<file path="src/rtl/swerv_types.sv">
// Shared types for the ICCM fetch/DMA arbiter.
// Arbitration states and DMA access-size encodings.
package swerv_types;

   typedef enum logic {
      ARB_NORM  = 1'b0,
      ARB_FORCE = 1'b1
   } arb_state_e;

   localparam logic [1:0] SZ_4B = 2'b10;
   localparam logic [1:0] SZ_8B = 2'b11;

   localparam int CNT_W   = 4;
   localparam int DATA_W  = 78;

   function automatic logic size_legal(input logic [2:0] sz);
      return (sz[1:0] == SZ_4B) || (sz[1:0] == SZ_8B);
   endfunction

endpackage

</file>
<file path="src/rtl/ifu_iccm_arb.sv">
// ICCM port arbiter between instruction fetch and DMA.
// Fetch has priority; a starvation counter forces a DMA grant.
module ifu_iccm_arb
   import swerv_types::*;
#(
   parameter int ICCM_BITS  = 16,
   parameter int STARVE_MAX = 4
) (
   input  logic                   clk,
   input  logic                   rst_l,

   input  logic                   ifc_iccm_req,
   input  logic [ICCM_BITS-1:2]   ifc_iccm_addr,
   output logic                   ifc_iccm_gnt,
   output logic                   ifc_iccm_rvalid,

   input  logic                   dma_iccm_req,
   input  logic                   dma_iccm_write,
   input  logic [ICCM_BITS-1:2]   dma_iccm_addr,
   input  logic [2:0]             dma_iccm_size,
   input  logic [DATA_W-1:0]      dma_iccm_wdata,
   output logic                   dma_iccm_gnt,
   output logic                   dma_iccm_rvalid,
   output logic                   dma_iccm_err,

   output logic                   iccm_wren,
   output logic                   iccm_rden,
   output logic [ICCM_BITS-1:2]   iccm_rw_addr,
   output logic [2:0]             iccm_wr_size,
   output logic [DATA_W-1:0]      iccm_wr_data,

   output logic [CNT_W-1:0]       starve_cnt_o
);

   localparam logic [CNT_W-1:0] STARVE_LIM = CNT_W'(STARVE_MAX);
   localparam logic [CNT_W-1:0] CNT_SAT    = '1;

   arb_state_e             state_q, state_d;
   logic [CNT_W-1:0]       starve_q, starve_d;
   logic                   ifc_rd_q, dma_rd_q, err_q;
   logic [ICCM_BITS-1:2]   addr_q;
   logic [2:0]             size_q;
   logic [DATA_W-1:0]      data_q;

   logic                   dma_ok;
   logic                   dma_acc;
   logic                   dma_rd;
   logic                   cmd_en;

   assign dma_ok = size_legal(dma_iccm_size);

   // Grants are suppressed while reset is asserted
   always_comb begin
      ifc_iccm_gnt = 1'b0;
      dma_iccm_gnt = 1'b0;
      if (rst_l) begin
         unique case (state_q)
            ARB_NORM: begin
               ifc_iccm_gnt = ifc_iccm_req;
               dma_iccm_gnt = dma_iccm_req & ~ifc_iccm_req;
            end
            ARB_FORCE: begin
               dma_iccm_gnt = dma_iccm_req;
               ifc_iccm_gnt = ifc_iccm_req & ~dma_iccm_req;
            end
            default: begin
               ifc_iccm_gnt = 1'b0;
               dma_iccm_gnt = 1'b0;
            end
         endcase
      end
   end

   assign dma_acc   = dma_iccm_gnt & dma_ok;
   assign dma_rd    = dma_acc & ~dma_iccm_write;
   assign iccm_wren = dma_acc & dma_iccm_write;
   assign iccm_rden = ifc_iccm_gnt | dma_rd;
   assign cmd_en    = iccm_wren | iccm_rden;

   // Idle cycles replay the last command to avoid toggling
   always_comb begin
      iccm_rw_addr = addr_q;
      iccm_wr_size = size_q;
      iccm_wr_data = data_q;
      if (ifc_iccm_gnt) begin
         iccm_rw_addr = ifc_iccm_addr;
         iccm_wr_size = 3'b000;
      end else if (dma_acc) begin
         iccm_rw_addr = dma_iccm_addr;
         iccm_wr_size = dma_iccm_write ? dma_iccm_size : 3'b000;
         if (dma_iccm_write) begin
            iccm_wr_data = dma_iccm_wdata;
         end
      end
   end

   always_comb begin
      starve_d = '0;
      if (dma_iccm_req && !dma_iccm_gnt) begin
         starve_d = (starve_q == CNT_SAT) ? CNT_SAT : starve_q + 1'b1;
      end
   end

   always_comb begin
      state_d = state_q;
      unique case (state_q)
         ARB_NORM: begin
            if (starve_d == STARVE_LIM) begin
               state_d = ARB_FORCE;
            end
         end
         ARB_FORCE: begin
            if (dma_iccm_gnt || !dma_iccm_req) begin
               state_d = ARB_NORM;
            end
         end
         default: state_d = ARB_NORM;
      endcase
   end

   always_ff @(posedge clk) begin
      if (!rst_l) begin
         state_q  <= ARB_NORM;
         starve_q <= '0;
      end else begin
         state_q  <= state_d;
         starve_q <= starve_d;
      end
   end

   always_ff @(posedge clk) begin
      if (!rst_l) begin
         ifc_rd_q <= 1'b0;
         dma_rd_q <= 1'b0;
         err_q    <= 1'b0;
      end else begin
         ifc_rd_q <= ifc_iccm_gnt;
         dma_rd_q <= dma_rd;
         err_q    <= dma_iccm_gnt & ~dma_ok;
      end
   end

   always_ff @(posedge clk) begin
      if (!rst_l) begin
         addr_q <= '0;
         size_q <= '0;
         data_q <= '0;
      end else if (cmd_en) begin
         addr_q <= iccm_rw_addr;
         size_q <= iccm_wr_size;
         data_q <= iccm_wr_data;
      end
   end

   assign ifc_iccm_rvalid = ifc_rd_q & rst_l;
   assign dma_iccm_rvalid = dma_rd_q & rst_l;
   assign dma_iccm_err    = err_q & rst_l;
   assign starve_cnt_o    = starve_q;

endmodule
</file>
<file path="config.mk">
export PLATFORM = sky130hd
export DESIGN_NAME = ifu_iccm_arb
export DESIGN_NICKNAME = d
export VERILOG_FILES = /design/src/rtl/swerv_types.sv /design/src/rtl/ifu_iccm_arb.sv
export SDC_FILE = /design/constraint.sdc
export NUM_CORES = 1
export LEC_CHECK = 0
export BUFFER_PORTS_ARGS = -buffer_cell sky130_fd_sc_hd__buf_2
export CELL_PAD_IN_SITES_DETAIL_PLACEMENT = 0
export CELL_PAD_IN_SITES_GLOBAL_PLACEMENT = 1
export CORE_MARGIN = 10
export CORE_UTILIZATION = 34
export CTS_BUF_LIST = sky130_fd_sc_hd__clkbuf_8
export CTS_CLUSTER_SIZE = 8
export DETAILED_ROUTE_END_ITERATION = 10
export GPL_TIMING_DRIVEN = 0
export PLACE_DENSITY = 0.86
export SYNTH_ARGS = -nofsm -noshare
export SYNTH_HDL_FRONTEND = slang
export SYNTH_SLANG_ARGS = --single-unit
export TNS_END_PERCENT = 1
</file>
<file path="constraint.sdc">
create_clock -name clk -period 1.9 [get_ports clk]
set_input_delay 0.38 -clock clk [delete_from_list [all_inputs] [get_ports clk]]
set_output_delay 0.38 -clock clk [all_outputs]
set_load 0.03 [all_outputs]
</file>
==> results of run 1 <==
-- metrics by stage --
stage                     power, mW  TNS (ns)
after CTS                      4.52    -23.51
after global routing           4.72    -21.86
after floorplan                2.84    -16.60
final                          4.50    -13.71
after detailed placement       3.16    -77.43
after global placement         3.16    -72.88
-- report_power, final --
group	leakage, nW	total (mW)	internal, mW	switching, mW
sequential	0.837	2.24	2.22	0.0164
clock	0.0971	1.22	0.486	0.731
combinational	2.13	1.05	0.422	0.629
total	3.06	4.50	3.13	1.38
-- state kept, by name, indices dropped and copies added (netlist names) --
register / cells
size_q: 3
state_q: 1
data_q: 78
dma_rd_q: 1
ifc_rd_q: 1
starve_cnt_o: 4
err_q: 1
addr_q: 14
-- synthesized netlist by cell type, drive strengths merged --
master | instances | share of area, %
dfxtp | 103 | 42
inv | 97 | 7.5
o21ai | 79 | 8.1
o31ai | 79 | 12
nand4 | 78 | 10
clkbuf | 39 | 3.0
buf | 26 | 2.8
nor3 | 16 | 1.6
a211oi | 15 | 2.3
nor4 | 15 | 1.9
a2111oi | 14 | 2.9
and2 | 5 | 0.64
nor2 | 4 | 0.31
a21oi | 3 | 0.31
nand3 | 3 | 0.31
a22o | 2 | 0.36
a31oi | 2 | 0.26
a32o | 2 | 0.41
nand2 | 2 | 0.21
nor3b | 2 | 0.31
a21bo | 1 | 0.21
a21boi | 1 | 0.15
ha | 1 | 0.26
nand2b | 1 | 0.13
nand3b | 1 | 0.15
nor2b | 1 | 0.13
nor4b | 1 | 0.18
o32a | 1 | 0.46
or2 | 1 | 0.13
xnor2 | 1 | 0.18
-- routing by layer --
metal / global-route usage (%) / part of all wire (%) / vias to the layer above
li1: - / - / 2666
met1: 22.7 / 45 / 2593
met2: 28.1 / 47 / 184
met3: 4.42 / 6.2 / 29
met4: 7.01 / 2.3 / 0
met5: 0 / 0 / -
-- worst max-delay path by stage --
stage               slack (ns)               start                to  depth (start not counted)
finish                   -0.25  state_q$_SDFF_PN0_   iccm_rw_addr[2]                          5
global route             -0.31  state_q$_SDFF_PN0_  iccm_rw_addr[11]                          6
CTS                      -0.28  state_q$_SDFF_PN0_  iccm_wr_data[63]                          8
detailed placement       -0.73               rst_l  iccm_wr_data[62]                          9
global placement         -0.71               rst_l  iccm_wr_data[62]                          9
floorplan                -0.20        dma_iccm_req  iccm_wr_data[39]                          6
-- layout make-up --
type	instances	area, um2
antenna	1	2.50
buffer	63	518
clock buffer	10	138
clock inverter	5	20.0
fill	1377	6600
inverter	97	372
multi-input combinational	331	2510
sequential	103	2070
tap	180	225
timing repair buffer	225	1480
-- timing repair --
| action | 4_1_cts | 5_1_grt |
|---|---|---|
| hold buffers | 0 | 0 |
| gates resized for setup | 226 | 101 |
| setup buffers | 5 | 0 |
| endpoints found under the setup margin | 175 | 111 |
| gates cloned | 1 | 0 |
| pin swaps | 16 | 9 |
-- kinds of logic (layout without fill, tap and decap cells) --
group | Yosys count | count (layout) | synth area share [%]
compound gates | 199 | 199 | 27.7
xor+xnor | 1 | 1 | 0.180
fa+ha+maj | 1 | 1 | 0.257
buf+inv | 162 | 400 | 13.3
flops | 103 | 103 | 42.4
other cells | 0 | 1 | 0
simple gates | 130 | 130 | 16.1
==> key figures, run 1 <==
Place
  – Dpl cells: 995
  – DP Area: about 6300 um2
  – Port Buf Inserts: between 200 and 250
  – GPL Wtd Cong: roughly 0.84
  – Pre-CTS worst setup slack: -0.731 ns
  – Hpwl dp: between 10,000 and 15,000 um

Power and ir drop
  – P_leak: 3.06 nW
  – Pwr dens: approximately 600 nW/um2
  – VDD IR max: approximately 0.35 mV

Worst hold path
  – Hold crit path type: in -> reg
  – Min-delay src: dma_iccm_write
  – Worst hold path endpoint: dma_rd_q$_SDFF_PN0_
  – Hold depth: 2

STA
  – RSZ-0062 raised after global routing: yes
  – Peak Freq: roughly 0.46 GHz
  – Layout Skew: between 0.007 and 0.008 ns
  – Final critical-path share of the clock period: 113%
  – Final hold vios: 0
  – Final setup vio count: roughly 100
  – Tightest Pin Transition: between 0.6 and 0.7 ns
  – Post-route setup slack: -0.252 ns
  – Minimum clock period: between 2 and 2.5 ns
  – Final Max Slew Viols: 0
  – Max transition margin: a little under three fifths
  – Hold slack final: 0.217 ns

Drt
  – Drt first pass iters: 5
  – Average wire per cell in the routed design: roughly 18 um
  – ANT nets after route: 0
  – First DRT Iteration DRCs: approximately 230
  – WL final: 18,400 um
  – Number of remaining DRC errors: 0
  – DR vias/cell: about 5.4
  – Vias: about 5,500

Clocking
  – Worst-path clk slew: about 0.090 ns
  – # clock sinks: approximately 100
  – H-tree levels: 3
  – Clk Latency, worst-skew pair: 0.37 ns
  – Root Buffer Master: clkbuf_8
  – Num CTS Buffers: 9
  – CTS tree: done
  – Clk buf depth: 2

Finish
  – Syn-to-layout area delta: 50.8%
  – Commonest non-fill, non-tap cells in the layout: buf_2, dfxtp_1, inv_1
  – Fin util: a little over half
  – Share of cells above drive strength 1: a little over two fifths
  – Final Non-Filler Cells: a little over 1,000
  – Final Cell Area: between 7000 and 8000 um2
  – Nets@finish: roughly 950
  – Commonest non-fill, non-tap cell in the layout: buf_2

Die
  – Die area: 19,500 um2
  – Core area: 13,900 um2
  – Initial Utilization: about a third
  – Die height: 140 um
  – # rows: 43
  – DIE WIDTH: around 140 um
  – Io pins: 220

GRT
  – GRT Resource Usage Total: 17.8%
  – Largest net degree at the start of global routing: 15
  – First-pass GRT wire length: roughly 29,000 um
  – Vias in the first global route: 5,426
  – Aggregate global routing overflow: 0
  – Antenna violations before repair: 1

Synth
  – Distinct cells, synth: 34
  – Synth Warn #: 0
  – Mapped Nets: just over 700
  – Register bit total from synthesis: approximately 100
  – Mapped Cells: 596
  – Mapped cell area: approximately 4900 um2
  – Sequential share of the synthesized area: 42.4%
  – Synthesized area per cell: 8.16 um2

Outcome
  – Violated checks: setup timing
  – Status: complete, but fails checks

Critical path
  – Kind of critical path: reg -> out
  – RR Endpoint: data_q[42]$_SDFFE_PN0P_
  – CP startpoint kind: flop
  – CP delay by family, top: compound AO/OA/AOI/OAI gates
  – Crit-path cells: a21bo_4 -> o32a_4 -> clkbuf_16 -> a211oi_4 -> buf_6
  – Max incr delay on CP: 0.37 ns
  – Worst Path Max Fanout: 5
  – Critical Path RT: roughly 1.5 ns
  – WP buf/inv: 2
  – R2r worst-path depth: 7
  – RR Startpoint: state_q$_SDFF_PN0_
  – Slowest CP cell: dfxtp_4
  – Setup slack, reg-to-reg: 0.29 ns
  – CP endpoint kind: primary output
  – Arr. time, crit path: 1.77 ns

Run
  – Max-cap check violation count: 0
Note: power is estimated with default switching activity, not from simulation.
==> inputs of run 2 (changes only) <==
--- a/config.mk
+++ b/config.mk
@@ -9,13 +9,13 @@
 export CELL_PAD_IN_SITES_DETAIL_PLACEMENT = 0
 export CELL_PAD_IN_SITES_GLOBAL_PLACEMENT = 1
 export CORE_MARGIN = 10
-export CORE_UTILIZATION = 34
+export CORE_UTILIZATION = 31
 export CTS_BUF_LIST = sky130_fd_sc_hd__clkbuf_8
 export CTS_CLUSTER_SIZE = 8
 export DETAILED_ROUTE_END_ITERATION = 10
 export GPL_TIMING_DRIVEN = 0
-export PLACE_DENSITY = 0.86
+export PLACE_DENSITY = 0.83
 export SYNTH_ARGS = -nofsm -noshare
 export SYNTH_HDL_FRONTEND = slang
 export SYNTH_SLANG_ARGS = --single-unit
-export TNS_END_PERCENT = 1
+export TNS_END_PERCENT = 5
==> constraint.sdc (replaced) <==
create_clock -name clk -period 1.75 [get_ports clk]
set_input_delay 0.35 -clock clk [delete_from_list [all_inputs] [get_ports clk]]
set_output_delay 0.35 -clock clk [all_outputs]
set_load 0.03 [all_outputs]
==> run 2 against run 1 <==
Net effect:
- the flow still finishes with violations (setup timing)
- critical path depth did not move
- register-to-register slack got worse by 0.65 ns
- clock skew rose by 0.0020 ns
- hold slack got worse by 0.034 ns
- clock power rose by 35%
- sequential cell count did not move
- global-route usage fell by 0.34 points
- die area rose by 8.3%
- combinational power rose by 21%
==> key figures, run 2 (same netlist as run 1, synthesis figures left out) <==
Drt
  – First DRT Iteration DRCs: 241 (+7.1%)
  – Drt first pass iters: 4 (-1)
  – ANT nets after route: 0 (unchanged)
  – DR vias/cell: 5.17 (-4.2%)
  – Number of remaining DRC errors: 0 (unchanged)
  – Vias: 5,518 (+0.84%)
  – WL final: 20,000 um (+8.6%)
  – Average wire per cell in the routed design: 18.7 um (+3.2%)

STA
  – Max transition margin: 57.5% (+1.8 points)
  – Minimum clock period: roughly 2.2 ns
  – Final hold vios: 0 (unchanged)
  – Final Max Slew Viols: 0 (unchanged)
  – Final setup vio count: 100 (+2.0%)
  – Final critical-path share of the clock period: 123%
  – Tightest Pin Transition: 0.632 ns (-0.0330 ns)
  – Peak Freq: 0.465 GHz
  – RSZ-0062 raised after global routing: yes
  – Layout Skew: 0.00983 ns (+0.00204 ns)
  – Post-route setup slack: -0.403 ns (-0.150 ns)

GRT
  – Vias in the first global route: 5,397 (-0.53%)
  – Largest net degree at the start of global routing: 17 (+2)
  – Antenna violations before repair: 0 (-1)
  – GRT Resource Usage Total: 17.5% (-0.34 points)
  – Aggregate global routing overflow: 0 (unchanged)
  – First-pass GRT wire length: 30,300 um (+5.5%)

Die
  – Core area: 15,300 um2 (+9.5%)
  – Die height: 145 um (+4.0%)
  – Die area: 21,100 um2 (+8.3%)
  – DIE WIDTH: 145 um (+4.0%)
  – Initial Utilization: 31.9% (-3.0 points)
  – Io pins: 220 (unchanged)
  – # rows: 45 (+4.7%)

Finish
  – Fin util: 53.8% (+1.2 points)
  – Nets@finish: 967 (+2.3%)
  – Max FFs per register: 78 (unchanged)
  – Inserted Diodes: 0 (-1)
  – Layout filler cell count: 1,478 (+7.3%)
  – Commonest non-fill, non-tap cells in the layout: buf_2, dfxtp_1, inv_1
  – Commonest non-fill, non-tap cell in the layout: buf_2
  – Share of cells above drive strength 1: 48.9% (+6.4 points)
  – Syn-to-layout area delta: 68.9%
  – Final Cell Area: 8210 um2 (+12%)
  – Register with the most flip-flops: data_q

Clocking
  – Num CTS Buffers: 9 (unchanged)
  – Root Buffer Master: clkbuf_8
  – # clock sinks: 103 (unchanged)
  – CTS tree: done
  – Clk buf depth: 2 (unchanged)
  – Clk Latency, worst-skew pair: 0.38 ns (about the same)
  – H-tree levels: 3 (unchanged)
  – Worst-path clk slew: 0.10 ns (about the same)

Worst hold path
  – Min-delay src: dma_iccm_size[1]
  – Hold crit path type: in -> reg

Power and ir drop
  – Comb power frac: 23.8% (+0.5 points)
  – Clock power frac: 30.8% (+3.8 points)
  – Sw power: 1.62 mW (+18%)
  – Switching portion of total power: 30.3% (-0.24 points)
  – VDD IR max: 0.459 mV (+32%)
  – Total power: 5.35 mW (+19%)
  – Pwr dens: 652 nW/um2 (+6.1%)
  – Flop pwr share: 45.4% (-4.2 points)
  – Pint: 3.73 mW (+19%)
  – P_leak: 3.34 nW (+9.1%)

Critical path
  – CP startpoint kind: flop
  – Max incr delay on CP: 0.35 ns (-0.02 ns)
  – WP buf/inv: 2 (unchanged)
  – Crit path from: state_q$_SDFF_PN0_
  – CP delay by family, top: compound AO/OA/AOI/OAI gates
  – Worst Path Max Fanout: 5 (unchanged)
  – Kind of critical path: reg -> out
  – Crit-path cells: a21bo_4 -> o32a_4 -> clkbuf_16 -> a211oi_4 -> buf_6
  – Critical Path RT: 1.40 ns (-0.12 ns)
  – RR Startpoint: state_q$_SDFF_PN0_
  – CP endpoint kind: primary output
  – Arr. time, crit path: 1.80 ns (+0.03 ns)
  – Slowest CP cell: dfxtp_2

Place
  – Port Buf Inserts: 219 (unchanged)
  – GPL Wtd Cong: 0.794 (-5.1%)
  – DP Area: 6580 um2 (+4.2%)
  – Hpwl dp: 14,100 um (+6.2%)

Outcome
  – Status: complete, but fails checks
  – Violated checks: setup timing

Run
  – Max-cap check violation count: 0 (unchanged)
[run 2: repair_timing]
item,4_1_cts,5_1_grt
pin swaps,13,27
hold buffers,0,0
buffers inserted,14,10
gates cloned,3,4
resized for setup,232,118
endpoints found under the setup margin,177,172
[run 2: path summary, 6_finish.rpt]
kind | cells after the start | to | slack [ns]
max | 5 | iccm_rw_addr[2] | -0.40
min | 2 | err_q$_SDFF_PN0_ | 0.18
max reg2reg | 13 | data_q[64]$_SDFFE_PN0P_ | -0.36
min reg2reg | 2 | data_q[74]$_SDFFE_PN0P_ | 0.47
[run 2: power by group through the flow]
stage | logic, mW | clock network, mW | registers (mW)
4_1_cts | 1.19 | 1.69 | 2.43
3_5_place_dp | 1.01 | 0 | 2.48
6_report | 1.27 | 1.65 | 2.43
5_1_grt | 1.35 | 1.80 | 2.44
2_1_floorplan | 0.654 | 0 | 2.48
3_3_place_gp | 1.02 | 0 | 2.48
[run 2: per-layer routing]
layer | GRT usage (%) | routed length (um)
met1 | 22.1 | 8510
met3 | 6.33 | 1820
met2 | 27.2 | 9420
met5 | 0 | 0
met4 | 5.11 | 208
[run 2: metrics by stage]
| step | setup TNS, ns | cells | hold WS (ns) | setup slack, ns |
|---|---|---|---|---|
| 2_1_floorplan | -9.35 | 596 | 0.429 | -0.127 |
| 3_3_place_gp | -93.19 | 1026 | 0.459 | -0.848 |
| 3_5_place_dp | -94.60 | 1026 | 0.458 | -0.863 |
| 4_1_cts | -34.67 | 1059 | 0.160 | -0.511 |
| 5_1_grt | -40.26 | 1068 | 0.172 | -0.475 |
| 6_report | -32.03 | 1068 | 0.183 | -0.403 |
[run 2: final cells by class]
type	instances	area, um2	share of cell area [%]
multi-input combinational	331	2840	34.6
sequential	103	2060	25.1
timing repair buffer	248	1890	23.0
buffer	62	562	6.84
inverter	97	372	4.53
tap	211	264	3.22
clock buffer	12	165	2.01
clock inverter	4	52.6	0.640
==> inputs of run 3 (changes only) <==
--- a/config.mk
+++ b/config.mk
@@ -5,16 +5,17 @@
 export SDC_FILE = /design/constraint.sdc
 export NUM_CORES = 1
 export LEC_CHECK = 0
+export ABC_AREA = 1
 export BUFFER_PORTS_ARGS = -buffer_cell sky130_fd_sc_hd__buf_2
 export CELL_PAD_IN_SITES_DETAIL_PLACEMENT = 0
 export CELL_PAD_IN_SITES_GLOBAL_PLACEMENT = 1
 export CORE_MARGIN = 10
-export CORE_UTILIZATION = 31
+export CORE_UTILIZATION = 30
 export CTS_BUF_LIST = sky130_fd_sc_hd__clkbuf_8
 export CTS_CLUSTER_SIZE = 8
 export DETAILED_ROUTE_END_ITERATION = 10
 export GPL_TIMING_DRIVEN = 0
-export PLACE_DENSITY = 0.83
+export PLACE_DENSITY = 0.82
 export SYNTH_ARGS = -nofsm -noshare
 export SYNTH_HDL_FRONTEND = slang
 export SYNTH_SLANG_ARGS = --single-unit
==> run 3 against run 2 <==
Net effect:
- highest routed layer unchanged
- clock skew is 0.0014 ns lower
- clock-buffer cell count is 2 lower
- critical path type unchanged
- via count is 11% higher
- the run still ends with setup timing left
- combinational power is 15% lower
- worst setup slack better by 0.095 ns
==> key figures, run 3 <==
Power and ir drop
  – P_leak: 4.10 nW (+23%)
  – Comb power frac: 21.3% (-2.5 points)
  – Flop pwr share: 47.4% (+2.0 points)
  – Clock power frac: 31.3% (+0.5 points)
  – Sw power: 1.58 mW (-2.8%)
  – VDD IR max: 0.341 mV (-26%)
  – Switching portion of total power: 30.9% (+0.64 points)
  – Pwr dens: 623 nW/um2 (-4.5%)
  – Pint: 3.52 mW (-5.7%)

Synth
  – Sequential share of the synthesized area: 37.6% (-4.8 points)
  – Area share of the largest cell type after synthesis: 37.6% (-4.8 points)
  – Number of flops mapped to enable cells by yosys: 0 (unchanged)
  – Largest area contributor in the netlist: dfxtp_1
  – Synthesized area per cell: 6.13 um2 (-25%)
  – Synth area leaders: dfxtp_1, nand2_1, inv_1, o21ai_0, a21oi_1
  – Mapped cell area: 5480 um2 (+13%)
  – Mapped Cells: 895 (+50%)
  – Prevailing post-synth register cell: dfxtp_1
  – Mapped Nets: 1,010 (+42%)
  – Top-count cell post-synth: nand2_1
  – Post-synth ARST share: 0% (unchanged)
  – Synth Warn #: 0 (unchanged)
  – Register bit total from synthesis: 103 (unchanged)
  – Distinct cells, synth: 21 (-38%)
  – Post-synth top cells: nand2_1, inv_1, dfxtp_1

Critical path
  – Slowest CP cell: dfxtp_2
  – Crit-path cells: inv_2 -> nand2_4 -> nand3_4 -> clkinv_8 -> buf_12 -> buf_4 -> nand2_1 -> nand2_1 -> buf_6
  – Critical Path RT: 1.40 ns (about the same)
  – Worst Path Max Fanout: 6 (+1)
  – Kind of critical path: reg -> out
  – CP endpoint kind: primary output
  – Arr. time, crit path: 1.71 ns (-0.09 ns)
  – CP startpoint kind: flop
  – Most used cell, CP: nand2_1
  – Max incr delay on CP: 0.34 ns (about the same)

Finish
  – Syn-to-layout area delta: 49.2%
  – Final Cell Area: 8180 um2 (-0.34%)
  – Max FFs per register: 78 (unchanged)
  – Register with the most flip-flops: data_q
  – Commonest non-fill, non-tap cells in the layout: nand2_1, buf_2, inv_1
  – Share of cells above drive strength 1: 36.9% (-12 points)
  – Commonest non-fill, non-tap cell in the layout: nand2_1
  – Nets@finish: 1,247 (+29%)

STA
  – Final hold vios: 0 (unchanged)
  – RSZ-0062 raised after global routing: yes
  – Max transition margin: 62.0% (+4.5 points)
  – Minimum clock period: 2.06 ns (-0.0955 ns)
  – Final Max Slew Viols: 0 (unchanged)
  – Final critical-path share of the clock period: 118% (-5.5 points)
  – Final setup vio count: 97 (-3.0%)
  – Layout Skew: 0.00843 ns (-0.00140 ns)
  – Peak Freq: 0.486 GHz (+4.6%)
  – Tightest Pin Transition: 0.570 ns (-0.0622 ns)
  – Post-route setup slack: -0.307 ns (+0.0955 ns)

Place
  – GPL Wtd Cong: 0.771 (-2.9%)
  – Hpwl dp: 14,500 um (+2.8%)
  – Port Buf Inserts: 218 (-0.46%)
  – Pre-CTS worst setup slack: -0.276 ns (+0.587 ns)
  – DP Area: 6860 um2 (+4.2%)

Drt
  – First DRT Iteration DRCs: 221 (-8.3%)
  – Number of remaining DRC errors: 0 (unchanged)
  – Average wire per cell in the routed design: 14.6 um (-22%)
  – DR vias/cell: 4.47 (-14%)
  – WL final: 19,900 um (-0.34%)
  – Vias: 6,101 (+11%)
  – ANT nets after route: 0 (unchanged)
  – Drt first pass iters: 4 (unchanged)

Die
  – Die area: 24,100 um2 (+14%)
  – Die height: 155 um (+6.9%)
  – Core area: 18,000 um2 (+18%)
  – # rows: 49 (+8.9%)
  – Initial Utilization: 30.5% (-1.3 points)
  – DIE WIDTH: 155 um (+6.9%)
  – Io pins: 220 (unchanged)

Outcome
  – Violated checks: setup timing
  – Status: complete, but fails checks

GRT
  – First-pass GRT wire length: 30,700 um (+1.3%)
  – Antenna violations before repair: 1 (+1)
  – Vias in the first global route: 5,990 (+11%)
  – Largest net degree at the start of global routing: 17 (unchanged)
  – GRT Resource Usage Total: 15.6% (-1.8 points)
  – Aggregate global routing overflow: 0 (unchanged)

Clocking
  – Root Buffer Master: clkbuf_8
  – Num CTS Buffers: 9 (unchanged)
  – Clk buf depth: 2 (unchanged)
  – Worst-path clk slew: 0.10 ns (about the same)
  – Clk Latency, worst-skew pair: 0.38 ns (about the same)
  – CTS tree: done
  – CTS Hold Bufs: 0 (unchanged)
  – # clock sinks: 103 (unchanged)
  – H-tree levels: 3 (unchanged)

Run
  – Max-cap check violation count: 0 (unchanged)

Worst hold path
  – Hold crit path type: in -> reg
==> run 3: cell count changes in the layout (fill, tap and decap cells not counted), moves of 17 or more <==
cell,change
nand2_1,+263
nand2_2,+88
o21ai_0,+80
nand4_1,-78
o31ai_1,-78
a21oi_1,+69
o21ai_2,-38
inv_1,+33
nor2_1,+28
o21ai_4,-17
==> run 3: metrics by stage <==
step           total power, mW  cells  TNS (ns)  hold slack (ns)  util (%)
2_1_floorplan             3.03    895    -0.308            0.422         -
4_1_cts                   5.07   1361    -24.32            0.185      42.7
3_3_place_gp              3.37   1342    -18.08            0.475      38.2
6_report                  5.10   1366    -25.64            0.210      45.5
5_1_grt                   5.35   1365    -34.52            0.213      45.5
3_5_place_dp              3.38   1342    -18.17            0.477      38.2
==> run 3: layer usage <==
metal | vias to the layer above | share of wire, % | GRT usage, %
met5 | - | 0 | 0
met4 | 0 | 1.3 | 4.50
met3 | 16 | 6.4 | 4.22
met2 | 145 | 47 | 25.3
met1 | 2729 | 45 | 19.8
li1 | 3211 | - | -
==> run 3: final cells by class <==
type | count | area, um2
Antenna cell | 1 | 2.50
Buffer | 51 | 432
Clock buffer | 10 | 138
Clock inverter | 5 | 58.8
Fill cell | 1951 | 9780
Inverter | 137 | 527
Multi-Input combinational cell | 604 | 3010
Sequential cell | 103 | 2060
Tap cell | 229 | 287
Timing Repair Buffer | 226 | 1670
==> run 3: power by group through the flow <==
stage	clock network [mW]	logic (mW)	registers, mW
after detailed placement	0	0.907	2.47
after global placement	0	0.905	2.47
after global routing	1.73	1.20	2.42
final	1.59	1.08	2.42
after floorplan	0	0.558	2.47
after CTS	1.65	1.01	2.42
==> run 3: cells by family after synthesis <==
family	count (synthesis)	share of synthesized area, %
adders and majority gates	1	0.228
and+or+nand+nor	426	30.4
buffers and inverters	188	14.9
AOI/OAI and AO/OA	177	16.9
DFF	103	37.6
==> run 3: repair_timing <==
item,CTS,global route
pin swaps,2,7
resized for setup,195,150
setup buffers,3,2
hold endpoints to repair,0,0
setup endpoints to repair,101,99
cloned,1,2
==> run 3: final timing paths <==
path	startpoint	endpoint	slack, ns	cells after the start
worst max-delay path	state_q$_SDFF_PN0_	iccm_wr_data[47]	-0.31	9
worst min-delay path	dma_iccm_size[1]	err_q$_SDFF_PN0_	0.21	2
worst max register to register	state_q$_SDFF_PN0_	addr_q[7]$_SDFFE_PN0P_	0.42	9
worst min register to register	data_q[1]$_SDFFE_PN0P_	data_q[1]$_SDFFE_PN0P_	0.49	2
==> run 3: critical path, delay by kind of cell, from the launching register on <==
kind,cells,cell delay (ns)
buf+inv,5,0.63
flops,1,0.34
simple gates,4,0.35
